`config.mk`:
```
export PLATFORM = sky130hd
export DESIGN_NAME = id_hazard_unit_flat
export DESIGN_NICKNAME = d
export VERILOG_FILES = /design/src/rtl/id_hazard_unit_pkg.sv /design/src/rtl/id_hazard_unit_if.sv /design/src/rtl/id_hazard_unit_detect.sv /design/src/rtl/id_hazard_unit.sv /design/src/flat_wrapper.sv
export SDC_FILE = /design/constraint.sdc
export NUM_CORES = 1
export LEC_CHECK = 0
export CORE_MARGIN = 3
export CORE_UTILIZATION = 41
export DETAILED_ROUTE_END_ITERATION = 7
export HOLD_SLACK_MARGIN = 0.03
export PLACE_DENSITY = 0.94
export SETUP_SLACK_MARGIN = 0.2
export SLEW_MARGIN = 25
export SYNTH_ARGS = -nofsm -noshare
export SYNTH_HDL_FRONTEND = slang
export SYNTH_SLANG_ARGS = --single-unit
```
`constraint.sdc`:
```
create_clock -name clk -period 5.6 [get_ports clk]
set_clock_uncertainty 0.2 [all_clocks]
set_input_delay 0.56 -clock clk [delete_from_list [all_inputs] [get_ports clk]]
set_output_delay 0.56 -clock clk [all_outputs]
set_load 0.05 [all_outputs]
```
`src/rtl/id_hazard_unit_pkg.sv`:
```
// Shared RV32 opcode constants, hazard FSM encoding and source-register usage helpers
// for the ID-stage hazard unit.
package id_hazard_unit_pkg;

    localparam logic [6:0] OPC_LOAD   = 7'b0000011;
    localparam logic [6:0] OPC_OP_IMM = 7'b0010011;
    localparam logic [6:0] OPC_AUIPC  = 7'b0010111;
    localparam logic [6:0] OPC_STORE  = 7'b0100011;
    localparam logic [6:0] OPC_OP     = 7'b0110011;
    localparam logic [6:0] OPC_LUI    = 7'b0110111;
    localparam logic [6:0] OPC_BRANCH = 7'b1100011;
    localparam logic [6:0] OPC_JALR   = 7'b1100111;
    localparam logic [6:0] OPC_JAL    = 7'b1101111;

    typedef enum logic {
        HZ_RUN  = 1'b0,
        HZ_HOLD = 1'b1
    } hz_state_t;

    function automatic logic uses_rs1(input logic [6:0] opcode);
        return !(opcode == OPC_LUI || opcode == OPC_AUIPC || opcode == OPC_JAL);
    endfunction

    function automatic logic uses_rs2(input logic [6:0] opcode);
        return (opcode == OPC_BRANCH || opcode == OPC_STORE || opcode == OPC_OP);
    endfunction

endpackage

```
`src/rtl/id_hazard_unit_if.sv`:
```
// Pipeline-to-hazard-unit signal bundle. stall_cycles exists only with HAZARD_STATS_EN.
// There is no valid/ready handshake: every signal is level-sampled each cycle.
interface id_hazard_unit_if;
    logic [6:0]  ID_Opcode;
    logic [4:0]  ID_rs1;
    logic [4:0]  ID_rs2;
    logic        ID_BranchTaken;
    logic        EX_MemRead;
    logic        EX_RegWrite;
    logic [4:0]  EX_rd;
    logic        MEM_WBSrc;
    logic        MEM_RegWrite;
    logic [4:0]  MEM_rd;
    logic        PC_Write;
    logic        IF_ID_Write;
    logic        IF_ID_Flush;
    logic        ID_EX_Flush;
`ifdef HAZARD_STATS_EN
    logic [31:0] stall_cycles;
`endif

    modport master (
`ifdef HAZARD_STATS_EN
        input  stall_cycles,
`endif
        output ID_Opcode, ID_rs1, ID_rs2, ID_BranchTaken,
        output EX_MemRead, EX_RegWrite, EX_rd,
        output MEM_WBSrc, MEM_RegWrite, MEM_rd,
        input  PC_Write, IF_ID_Write, IF_ID_Flush, ID_EX_Flush
    );

    modport slave (
`ifdef HAZARD_STATS_EN
        output stall_cycles,
`endif
        input  ID_Opcode, ID_rs1, ID_rs2, ID_BranchTaken,
        input  EX_MemRead, EX_RegWrite, EX_rd,
        input  MEM_WBSrc, MEM_RegWrite, MEM_rd,
        output PC_Write, IF_ID_Write, IF_ID_Flush, ID_EX_Flush
    );
endinterface

```
`src/rtl/id_hazard_unit_detect.sv`:
```
// Combinational hazard detection: per-source producer matches reduced to a stall need
// of 0, 1 or 2 cycles.
module id_hazard_detect
    import id_hazard_unit_pkg::*;
(
    input  logic [6:0] opcode,
    input  logic [4:0] rs1,
    input  logic [4:0] rs2,
    input  logic       ex_mem_read,
    input  logic       ex_reg_write,
    input  logic [4:0] ex_rd,
    input  logic       mem_wb_src,
    input  logic       mem_reg_write,
    input  logic [4:0] mem_rd,
    output logic [1:0] need
);

    // A branch compares in ID, so it also waits on ALU results still in EX and on
    // loads still in MEM; other instructions only wait on a load in EX.
    function automatic logic [1:0] src_need(
        input logic       is_branch,
        input logic [4:0] src,
        input logic       ex_mr,
        input logic       ex_rw,
        input logic [4:0] ex_dst,
        input logic       mem_ld,
        input logic       mem_rw,
        input logic [4:0] mem_dst
    );
        logic ex_hit;
        logic mem_hit;
        ex_hit  = (src == ex_dst) && (ex_dst != 5'd0);
        mem_hit = (src == mem_dst) && (mem_dst != 5'd0);
        if (is_branch && ex_hit && ex_mr)               return 2'd2;
        if (is_branch && ex_hit && ex_rw && !ex_mr)     return 2'd1;
        if (is_branch && mem_hit && mem_rw && mem_ld)   return 2'd1;
        if (!is_branch && ex_hit && ex_mr)              return 2'd1;
        return 2'd0;
    endfunction

    logic       is_branch;
    logic [1:0] need_rs1;
    logic [1:0] need_rs2;

    always_comb begin
        is_branch = (opcode == OPC_BRANCH);
        need_rs1  = 2'd0;
        need_rs2  = 2'd0;
        if (uses_rs1(opcode))
            need_rs1 = src_need(is_branch, rs1, ex_mem_read, ex_reg_write, ex_rd,
                                mem_wb_src, mem_reg_write, mem_rd);
        if (uses_rs2(opcode))
            need_rs2 = src_need(is_branch, rs2, ex_mem_read, ex_reg_write, ex_rd,
                                mem_wb_src, mem_reg_write, mem_rd);
        need = (need_rs1 > need_rs2) ? need_rs1 : need_rs2;
    end

endmodule

```
`src/rtl/id_hazard_unit.sv`:
```
// ID-stage hazard/stall controller: RUN/HOLD FSM, stall counter and pipeline enables.
// Optional stall statistics counter enabled by defining HAZARD_STATS_EN.
module id_hazard_unit
    import id_hazard_unit_pkg::*;
#(
    parameter int STALL_MAX = 2
) (
    input  logic              clk,
    input  logic              rst,
    id_hazard_unit_if.slave   hz,
    output hz_state_t         dbg_state
);

    localparam int CW = $clog2(STALL_MAX + 1);

    hz_state_t     state_q;
    hz_state_t     state_d;
    logic [CW-1:0] rem_q;
    logic [CW-1:0] rem_d;
    logic [1:0]    need;
    logic          stall;

    id_hazard_detect u_detect (
        .opcode        (hz.ID_Opcode),
        .rs1           (hz.ID_rs1),
        .rs2           (hz.ID_rs2),
        .ex_mem_read   (hz.EX_MemRead),
        .ex_reg_write  (hz.EX_RegWrite),
        .ex_rd         (hz.EX_rd),
        .mem_wb_src    (hz.MEM_WBSrc),
        .mem_reg_write (hz.MEM_RegWrite),
        .mem_rd        (hz.MEM_rd),
        .need          (need)
    );

    always_ff @(posedge clk) begin
        if (rst) begin
            state_q <= HZ_RUN;
            rem_q   <= '0;
        end else begin
            state_q <= state_d;
            rem_q   <= rem_d;
        end
    end

    // rem counts the HOLD cycles still owed after the RUN cycle that detected the hazard.
    always_comb begin
        state_d = state_q;
        rem_d   = rem_q;
        case (state_q)
            HZ_RUN: begin
                if (need == 2'd2) begin
                    state_d = HZ_HOLD;
                    rem_d   = CW'(need - 2'd1);
                end
            end
            HZ_HOLD: begin
                rem_d = rem_q - CW'(1);
                if (rem_q == CW'(1))
                    state_d = HZ_RUN;
            end
            default: begin
                state_d = HZ_RUN;
                rem_d   = '0;
            end
        endcase
    end

    always_comb begin
        stall = 1'b0;
        if (!rst) begin
            case (state_q)
                HZ_RUN:  stall = (need != 2'd0);
                HZ_HOLD: stall = 1'b1;
                default: stall = 1'b0;
            endcase
        end
        hz.PC_Write    = !stall;
        hz.IF_ID_Write = !stall;
        hz.ID_EX_Flush = stall;
        hz.IF_ID_Flush = !rst && !stall && (state_q == HZ_RUN) &&
                         (hz.ID_Opcode == OPC_BRANCH) && hz.ID_BranchTaken;
    end

    assign dbg_state = state_q;

`ifdef HAZARD_STATS_EN
    logic [31:0] stall_cnt;

    always_ff @(posedge clk) begin
        if (rst)
            stall_cnt <= '0;
        else if (stall && (stall_cnt != 32'hFFFF_FFFF))
            stall_cnt <= stall_cnt + 32'd1;
    end

    assign hz.stall_cycles = stall_cnt;
`endif

endmodule
```
`src/flat_wrapper.sv`:
```
// flat-port wrapper written by rule: the top's interface ports become plain ports
module id_hazard_unit_flat import id_hazard_unit_pkg::*;
#(
    parameter int STALL_MAX = 2
)
  (clk, rst, dbg_state, hz_ID_Opcode, hz_ID_rs1, hz_ID_rs2, hz_ID_BranchTaken, hz_EX_MemRead, hz_EX_RegWrite, hz_EX_rd, hz_MEM_WBSrc, hz_MEM_RegWrite, hz_MEM_rd, hz_PC_Write, hz_IF_ID_Write, hz_IF_ID_Flush, hz_ID_EX_Flush);
  id_hazard_unit_if hz_i ();
  input  logic clk;
  input  logic rst;
  output hz_state_t dbg_state;
  input wire logic [$bits(hz_i.ID_Opcode)-1:0] hz_ID_Opcode;
  input wire logic [$bits(hz_i.ID_rs1)-1:0] hz_ID_rs1;
  input wire logic [$bits(hz_i.ID_rs2)-1:0] hz_ID_rs2;
  input wire logic [$bits(hz_i.ID_BranchTaken)-1:0] hz_ID_BranchTaken;
  input wire logic [$bits(hz_i.EX_MemRead)-1:0] hz_EX_MemRead;
  input wire logic [$bits(hz_i.EX_RegWrite)-1:0] hz_EX_RegWrite;
  input wire logic [$bits(hz_i.EX_rd)-1:0] hz_EX_rd;
  input wire logic [$bits(hz_i.MEM_WBSrc)-1:0] hz_MEM_WBSrc;
  input wire logic [$bits(hz_i.MEM_RegWrite)-1:0] hz_MEM_RegWrite;
  input wire logic [$bits(hz_i.MEM_rd)-1:0] hz_MEM_rd;
  output wire logic [$bits(hz_i.PC_Write)-1:0] hz_PC_Write;
  output wire logic [$bits(hz_i.IF_ID_Write)-1:0] hz_IF_ID_Write;
  output wire logic [$bits(hz_i.IF_ID_Flush)-1:0] hz_IF_ID_Flush;
  output wire logic [$bits(hz_i.ID_EX_Flush)-1:0] hz_ID_EX_Flush;
  assign hz_i.ID_Opcode = hz_ID_Opcode;
  assign hz_i.ID_rs1 = hz_ID_rs1;
  assign hz_i.ID_rs2 = hz_ID_rs2;
  assign hz_i.ID_BranchTaken = hz_ID_BranchTaken;
  assign hz_i.EX_MemRead = hz_EX_MemRead;
  assign hz_i.EX_RegWrite = hz_EX_RegWrite;
  assign hz_i.EX_rd = hz_EX_rd;
  assign hz_i.MEM_WBSrc = hz_MEM_WBSrc;
  assign hz_i.MEM_RegWrite = hz_MEM_RegWrite;
  assign hz_i.MEM_rd = hz_MEM_rd;
  assign hz_PC_Write = hz_i.PC_Write;
  assign hz_IF_ID_Write = hz_i.IF_ID_Write;
  assign hz_IF_ID_Flush = hz_i.IF_ID_Flush;
  assign hz_ID_EX_Flush = hz_i.ID_EX_Flush;
  id_hazard_unit #(.STALL_MAX(STALL_MAX)) u_core (.clk(clk), .rst(rst), .hz(hz_i), .dbg_state(dbg_state));
endmodule
```
==> metrics.md, run 1 <==
| Metric | Value |
|---|---|
| Final Hold Fails | `0` |
| Total track usage | `18.9%` |
| Worst slew pin tran | `501 ps` |
| Worst VDD drop | `52.1 uV` |
| Drt wl/cell | `12.7 um` |
| Combinational power share | `45.4%` |
| Fin crit share | `89.9%` |
| Footprint of the multi-input gates | `604 um2` |
| Post-synth top cells | `xnor2_1, xor2_1, nor2_1` |
| Data arrival, critical path | `4270 ps` |
| FMAX | `199 MHz` |
| CTS Root Cell | `clkbuf_4` |
| Grt total ovfl | `0` |
| Initial antenna violation count | `0` |
| Area growth, synth to finish | `61.1%` |
| Worst-path fanout max | `4` |
| Worst skew pair latency | `240 ps` |
| Postcts setup bufs | `0` |
| RSZ-0062 raised after global routing | `no` |
| Global placement routability congestion | `0.758` |
| Setup TNS | `0 ps` |
| R2r startpoint | `u_core.dbg_state` |
| Vias in the first global route | `864` |
| Worst hold path depth | `2` |
| Clock network fraction of total power | `35.4%` |
| PortBufs | `38` |
| Power Density | `101 mW/mm2` |
| Yosys cell types | `35` |
| Pin count of the biggest net entering global routing | `9` |
| Top-area cell type share of the netlist area | `15.2%` |
| Worst reg2reg setup slack | `4360 ps` |
| H-tree depth | `1` |
| Die Y | `47.0 um` |
| Register area | `60.1 um2` |
| Period minus WS final | `5030 ps` |
| Sw Ratio | `28.4%` |
| DRC | `0` |
| CP startpoint kind | `primary input` |
| Rows | `14` |
| FILL cells | `125` |
| TritonCTS clock tree | `done` |
| Lkg Pwr | `0.445 nW` |
| TritonCTS buffer count | `3` |
| Nets | `171` |
| Mapped Area | `691 um2` |
| # hold bufs at CTS | `0` |
| Hold crit path type | `flip-flop to flip-flop` |
| Commonest register cell after synthesis | `dfxtp_1` |
| Clock slew at reported path FFs | `40 ps` |
| R2R depth | `4` |
| First-pass GRT wire length | `3.11 mm` |
| Final HPWL DP | `1.70 mm` |
| # IOs | `39` |
| Initial DRC count | `7` |
| Ranking of synthesized cells by area | `xnor2_1, ha_1, xor2_1` |
| Status | `finished clean` |
| Max Transition Viols Final | `0` |
| Drt pass-1 iters | `4` |
| Pint | `0.0803 mW` |
| Slew headroom | `66.5%` |
| Maximum clock insertion buffer count | `2` |
| Net Sw Power | `0.0319 mW` |
| Core box area | `0.00154 mm2` |
| Max_cap viols | `0` |
| Number of flops mapped to enable cells by yosys | `0` |
| Resized cells post-CTS | `0` |
| R2R Path End | `u_core.rem_q[0]` |
| Syn Inst Count | `89` |
| Setup-failing EPs final | `0` |
| Crit Path Category | `primary input to primary output` |
| Ys async rst share | `0%` |
| Flop pwr share | `19.2%` |
| Synthesis Warnings | `0` |
| Syn_area_per_cell | `7.76 um2` |
| Critical Path End Type | `primary output` |
| Final core area utilization | `72.2%` |
| Post-synth top area cell | `xnor2_1` |
| Die W | `47.0 um` |
| Yosys reg bits | `3` |
| Most common cell in the netlist | `xnor2_1` |
| Die ar. | `0.00221 mm2` |
| Share of cells above drive strength 1 | `7.69%` |
| Vias/cell | `5.42` |
| Hold worst-path end | `u_core.dbg_state` |
| Post-synthesis net count | `129` |
| Hold path start | `u_core.dbg_state` |
| Clock sinks | `3` |
| Final WL | `1.86 mm` |
| Initial Util | `44.8%` |
| Antenna Cells | `0` |
| Via count | `791` |
| Seq/Total Area, Yosys | `8.70%` |
| CP required | `4840 ps` |
| Post-DRT Antenna Nets | `0` |
[worst max-delay path, cell delays in order]
cell             delay [ps]
clkdlybuf4s50_1         440
and4bb_1                320
nand4_1                 160
nor4_1                  350
a41oi_2                  90
or2_1                   270
ha_1                    290
nand2_1                  60
o21ai_1                 120
nor3_1                  260
a21oi_2                  80
ha_1                    200
nor2b_1                 130
or2_1                   250
clkdlybuf4s50_1         710
[per-stage QoR]
stage               instances  power (mW)  hold WS [ps]  setup slack (ps)  instance area, um2
global route              146       0.118           385               260                1110
finish                    146       0.112           362               566                1110
global placement          142      0.0716           351               579                1080
detailed placement        142      0.0729           358               426                1080
floorplan                  89      0.0402           363              1380                 691
CTS                       146       0.114           362               428                1110
[cells in the final DEF (no fill, tap or decap), types with 2 or more instances in the layout]
cell and instances:
nand2_1 5, clkdlybuf4s50_1 37, dfxtp_1 3, and4_4 2
clkbuf_4 3, nor2b_1 2, nand3_1 3, mux2i_1 2
ha_1 6, nor4_1 2, and2_1 2, xor2_1 8
xnor2_1 12, nor2_1 7, nand2b_1 2, a21oi_1 3
nor3_1 6, inv_1 4, or2_1 2
[sequential cells by signal, summed over array words and instances, names as in the netlist]
| signal | cells |
|---|---|
| u_core.dbg_state | 1 |
| u_core.rem_q | 2 |
[power groups by stage]
stage / Combinational (mW) / Sequential (mW) / Clock, mW
2_1_floorplan: 0.0184 / 0.0219 / 0
3_3_place_gp: 0.0498 / 0.0218 / 0
3_5_place_dp: 0.0511 / 0.0218 / 0
4_1_cts: 0.0512 / 0.0215 / 0.0408
5_1_grt: 0.0552 / 0.0215 / 0.0415
6_report: 0.0510 / 0.0215 / 0.0397
[layer usage]
layer / global-route usage (%) / vias up / part of all wire, %
li1: - / 398 / -
met3: 2.68 / 2 / 7.1
met2: 41.5 / 33 / 56
met4: 7.18 / 0 / 0.54
met5: 0 / - / 0
met1: 16.2 / 358 / 36
[cell type report]
| type | instances | share of cell area, % |
|---|---|---|
| well taps | 16 | 1.80 |
| inverters | 5 | 1.69 |
| flip-flops and latches | 3 | 5.40 |
| clock buffers | 4 | 2.36 |
| multi-input cells | 80 | 54.3 |
| repair buffers | 38 | 34.4 |
[how the worst max path moves through the flow]
stage / from / to / slack (ps) / cells after the start
6_report: hz_ID_Opcode[3] / hz_IF_ID_Write / 570 / 15
5_1_grt: hz_ID_Opcode[3] / hz_IF_ID_Flush / 260 / 15
4_1_cts: hz_ID_Opcode[3] / hz_ID_EX_Flush / 430 / 16
3_5_place_dp: hz_ID_Opcode[3] / hz_ID_EX_Flush / 430 / 16
3_3_place_gp: hz_ID_Opcode[3] / hz_ID_EX_Flush / 580 / 16
2_1_floorplan: hz_ID_Opcode[2] / hz_ID_EX_Flush / 1380 / 14
[cells by family after synthesis]
kind of cell               after synthesis  synth area share (%)
buffers and inverters                    6                  3.80
AOI/OAI and AO/OA                       12                  13.4
adders and majority gates                6                  10.9
and+or+nand+nor                         40                  35.0
DFF                                      3                  8.70
muxes                                    2                  2.90
xor gates and xnor gates                20                  25.4
(Power assumes the default switching activity.)
==> run 2: changes to the inputs <==
--- a/config.mk
+++ b/config.mk
@@ -11,7 +11,7 @@
 export HOLD_SLACK_MARGIN = 0.03
 export PLACE_DENSITY = 0.94
 export SETUP_SLACK_MARGIN = 0.2
-export SLEW_MARGIN = 25
+export SLEW_MARGIN = 20
 export SYNTH_ARGS = -nofsm -noshare
 export SYNTH_HDL_FRONTEND = slang
 export SYNTH_SLANG_ARGS = --single-unit
==> results of run 2 <==
Same layout as run 1: the final DEF is identical, and so are final timing and power.
==> run 3: changes to the inputs <==
--- a/config.mk
+++ b/config.mk
@@ -5,11 +5,15 @@
 export SDC_FILE = /design/constraint.sdc
 export NUM_CORES = 1
 export LEC_CHECK = 0
+export ABC_AREA = 1
+export CELL_PAD_IN_SITES_DETAIL_PLACEMENT = 1
+export CELL_PAD_IN_SITES_GLOBAL_PLACEMENT = 2
 export CORE_MARGIN = 3
-export CORE_UTILIZATION = 41
+export CORE_UTILIZATION = 19
+export CTS_CLUSTER_SIZE = 12
 export DETAILED_ROUTE_END_ITERATION = 7
 export HOLD_SLACK_MARGIN = 0.03
-export PLACE_DENSITY = 0.94
+export PLACE_DENSITY = 0.91
 export SETUP_SLACK_MARGIN = 0.2
 export SLEW_MARGIN = 20
 export SYNTH_ARGS = -nofsm -noshare
==> run 3 against run 2 <==
Net effect:
- sequential share of layout area decreased by 0.78 points
- critical path depth increased by 5
- sequential power about the same
- via count increased by 29%
- largest cell class unchanged
==> metrics.md, run 3 <==
| Metric | Value |
|---|---|
| Hold crit path type | `flip-flop to flip-flop` |
| Drt wl/cell | `9.96 um (-22%)` |
| Final Hold Fails | `0 (unchanged)` |
| Clock sinks | `3 (unchanged)` |
| Clock slew at reported path FFs | `30 ps (about the same)` |
| Vias/cell | `4.04 (-25%)` |
| Dpl cell area | `0.00125 mm2 (+16%)` |
| Max Transition Viols Final | `0 (unchanged)` |
| Power Density | `109 mW/mm2 (+7.6%)` |
| Synthesis Warnings | `0 (unchanged)` |
| Antenna Cells | `0 (unchanged)` |
| Setup-failing EPs final | `0 (unchanged)` |
| CTS Root Cell | `clkbuf_8` |
| Post-synthesis net count | `201 (+56%)` |
| FMAX | `218 MHz (+9.9%)` |
| Pint | `0.101 mW (+26%)` |
| FILL cells | `560 (+350%)` |
| Final HPWL DP | `2.23 mm (+31%)` |
| Core box area | `0.00409 mm2 (+170%)` |
| Period minus WS final | `4580 ps (-453 ps)` |
| Post-DRT Antenna Nets | `0 (unchanged)` |
| Most common cell in the netlist | `nand2_1` |
| Ys async rst share | `0% (unchanged)` |
| Vias in the first global route | `969 (+12%)` |
| Slew headroom | `67.2% (+0.66 points)` |
| Via count | `1018 (+29%)` |
| Resized cells post-CTS | `0 (unchanged)` |
| Fin crit share | `81.8% (-8.1 points)` |
| Number of flops mapped to enable cells by yosys | `0 (unchanged)` |
| Syn Inst Count | `161 (+81%)` |
| Sw Ratio | `28.3% (-0.18 points)` |
| Combinational power share | `40.4% (-5.0 points)` |
| TritonCTS clock tree | `done` |
| Post-synth top area cell | `nand2_1` |
| Status | `finished clean` |
| Pin count of the biggest net entering global routing | `8 (-1)` |
| Commonest non-fill, non-tap cell in the layout | `nand2_1` |
| Net Sw Power | `0.0399 mW (+25%)` |
| Drt pass-1 iters | `4 (unchanged)` |
| Dpl cells | `248 (+75%)` |
| Setup TNS | `0 ps (unchanged)` |
| Postcts setup bufs | `0 (unchanged)` |
| Mapped Area | `820 um2 (+19%)` |
| Global placement routability congestion | `0.754 (-0.53%)` |
| Worst-path fanout max | `3 (-1)` |
| Commonest register cell after synthesis | `dfxtp_1` |
| Crit Path Category | `primary input to primary output` |
| Yosys reg bits | `3 (unchanged)` |
| Top reg by flops | `u_core.rem_q` |
| PortBufs | `38 (unchanged)` |
| Die Y | `71.7 um (+52%)` |
| Ranking of synthesized cells by area | `nand2_1, inv_1, ha_1` |
| TritonCTS buffer count | `3 (unchanged)` |
| RSZ-0062 raised after global routing | `no` |
| CP required | `4840 ps (about the same)` |
| # hold bufs at CTS | `0 (unchanged)` |
| H-tree depth | `1 (unchanged)` |
| Top-area cell type share of the netlist area | `27.9% (+13 points)` |
| Post-Place Setup Slack | `993 ps (+566 ps)` |
| CP startpoint kind | `primary input` |
| # IOs | `39 (unchanged)` |
| Clock network fraction of total power | `44.3% (+8.9 points)` |
| Maximum clock insertion buffer count | `2 (unchanged)` |
| Most frequent cells in the layout | `nand2_1, clkdlybuf4s50_1, inv_1` |
| Max_cap viols | `0 (unchanged)` |
| Fin cells | `252 (+73%)` |
| Post-synth top cells | `nand2_1, inv_1, nor2_1` |
| Lkg Pwr | `0.670 nW (+51%)` |
| Initial DRC count | `19 (+12)` |
| Area growth, synth to finish | `58.6%` |
| First-pass GRT wire length | `4.28 mm (+38%)` |
| Share of cells above drive strength 1 | `6.93% (-0.76 points)` |
| Die ar. | `0.00514 mm2 (+130%)` |
| Flop pwr share | `15.3% (-3.9 points)` |
| Syn_area_per_cell | `5.09 um2 (-34%)` |
| Rows | `23 (+9)` |
| Seq/Total Area, Yosys | `7.33% (-1.4 points)` |
| Grt total ovfl | `0 (unchanged)` |
| Max reg flops | `2 (unchanged)` |
| Worst VDD drop | `51.6 uV (-0.93%)` |
| Worst slew pin tran | `491 ps (-10.6 ps)` |
| Yosys cell types | `24 (-31%)` |
| Fin area | `0.00130 mm2 (+17%)` |
| Initial Util | `20.1% (-25 points)` |
| Critical Path End Type | `primary output` |
| Data arrival, critical path | `3820 ps (-450 ps)` |
| Total track usage | `10.4% (-8.6 points)` |
| Nets | `243 (+42%)` |
| DRC | `0 (unchanged)` |
| Worst skew pair latency | `210 ps (-30 ps)` |
| Die W | `71.7 um (+52%)` |
| Final WL | `2.51 mm (+35%)` |
| Initial antenna violation count | `0 (unchanged)` |
| Final Worst Setup Slack | `1020 ps (+453 ps)` |
==> run 3: changes by cell type after synthesis, moves of 7 or more <==
cell,change
nand3_1,+7
nor2_1,+7
inv_1,+31
xor2_1,-8
xnor2_1,-7
nand2_1,+56
==> run 3: critical path, cell delays in order <==
cell and delay (ps):
clkdlybuf4s50_1 510, inv_1 70, nand2_1 60, nand2_1 50
nor2_1 90, nand2_1 60, nor2_2 120, nand3_1 140
nand2_1 90, inv_1 40, nand2_1 70, inv_1 40
ha_1 260, a22oi_1 250, nand2_2 80, nand2_2 100
ha_1 140, nand2_1 60, nor3_1 190, clkdlybuf4s50_1 830
==> run 3: logic make-up (layout without fill, tap and decap cells) <==
| kind of cell | count (synthesis) | in the layout | share of synthesized area, % |
|---|---|---|---|
| fa+ha+maj | 6 | 6 | 9.16 |
| buf+inv | 38 | 79 | 17.9 |
| simple gates | 98 | 98 | 51.1 |
| compound gates | 11 | 11 | 9.16 |
| flops | 3 | 3 | 7.33 |
| xor+xnor | 5 | 5 | 5.34 |
==> run 3: layout make-up <==
| type | count | area (um2) | share of cell area [%] |
|---|---|---|---|
| timing repair buffer | 38 | 380 | 29.3 |
| sequential | 3 | 60.1 | 4.62 |
| inverter | 37 | 139 | 10.7 |
| clock buffer | 4 | 45.0 | 3.46 |
| multi-input combinational | 120 | 613 | 47.2 |
| tap | 50 | 62.6 | 4.81 |
==> run 3: path summary, 6_finish.rpt <==
kind / start / end / slack (ps) / cells after the start
setup / recovery: hz_ID_rs2[0] / hz_IF_ID_Flush / 1020 / 20
hold / removal: u_core.dbg_state / u_core.dbg_state / 380 / 1
setup reg to reg: u_core.rem_q[1] / u_core.rem_q[1] / 4410 / 6
hold reg to reg: u_core.dbg_state / u_core.dbg_state / 380 / 1
==> run 3: per-stage QoR <==
stage                     total power [mW]  hold WS [ps]  utilization [%]
final                                0.141           381             31.8
after global routing                 0.153           421             31.8
after CTS                            0.144           379             31.8
after detailed placement            0.0796           363             30.7
after global placement              0.0794           347             30.7
after floorplan                     0.0454           320                -
==> run 3: power by group through the flow <==
stage / Sequential (mW) / Combinational, mW / Clock, mW
5_1_grt: 0.0215 / 0.0642 / 0.0672
3_5_place_dp: 0.0218 / 0.0578 / 0
6_report: 0.0216 / 0.0570 / 0.0625
4_1_cts: 0.0215 / 0.0581 / 0.0645
3_3_place_gp: 0.0218 / 0.0575 / 0
2_1_floorplan: 0.0218 / 0.0235 / 0
==> run 3: routing by layer <==
metal | wire length (um) | vias up | GRT usage [%] | part of all wire, %
li1 | - | 568 | - | -
met1 | 1260 | 426 | 14.6 | 50
met2 | 1100 | 22 | 16.0 | 44
met3 | 119 | 2 | 1.40 | 4.7
met4 | 29 | 0 | 3.76 | 1.2
met5 | 0 | - | 0 | 0
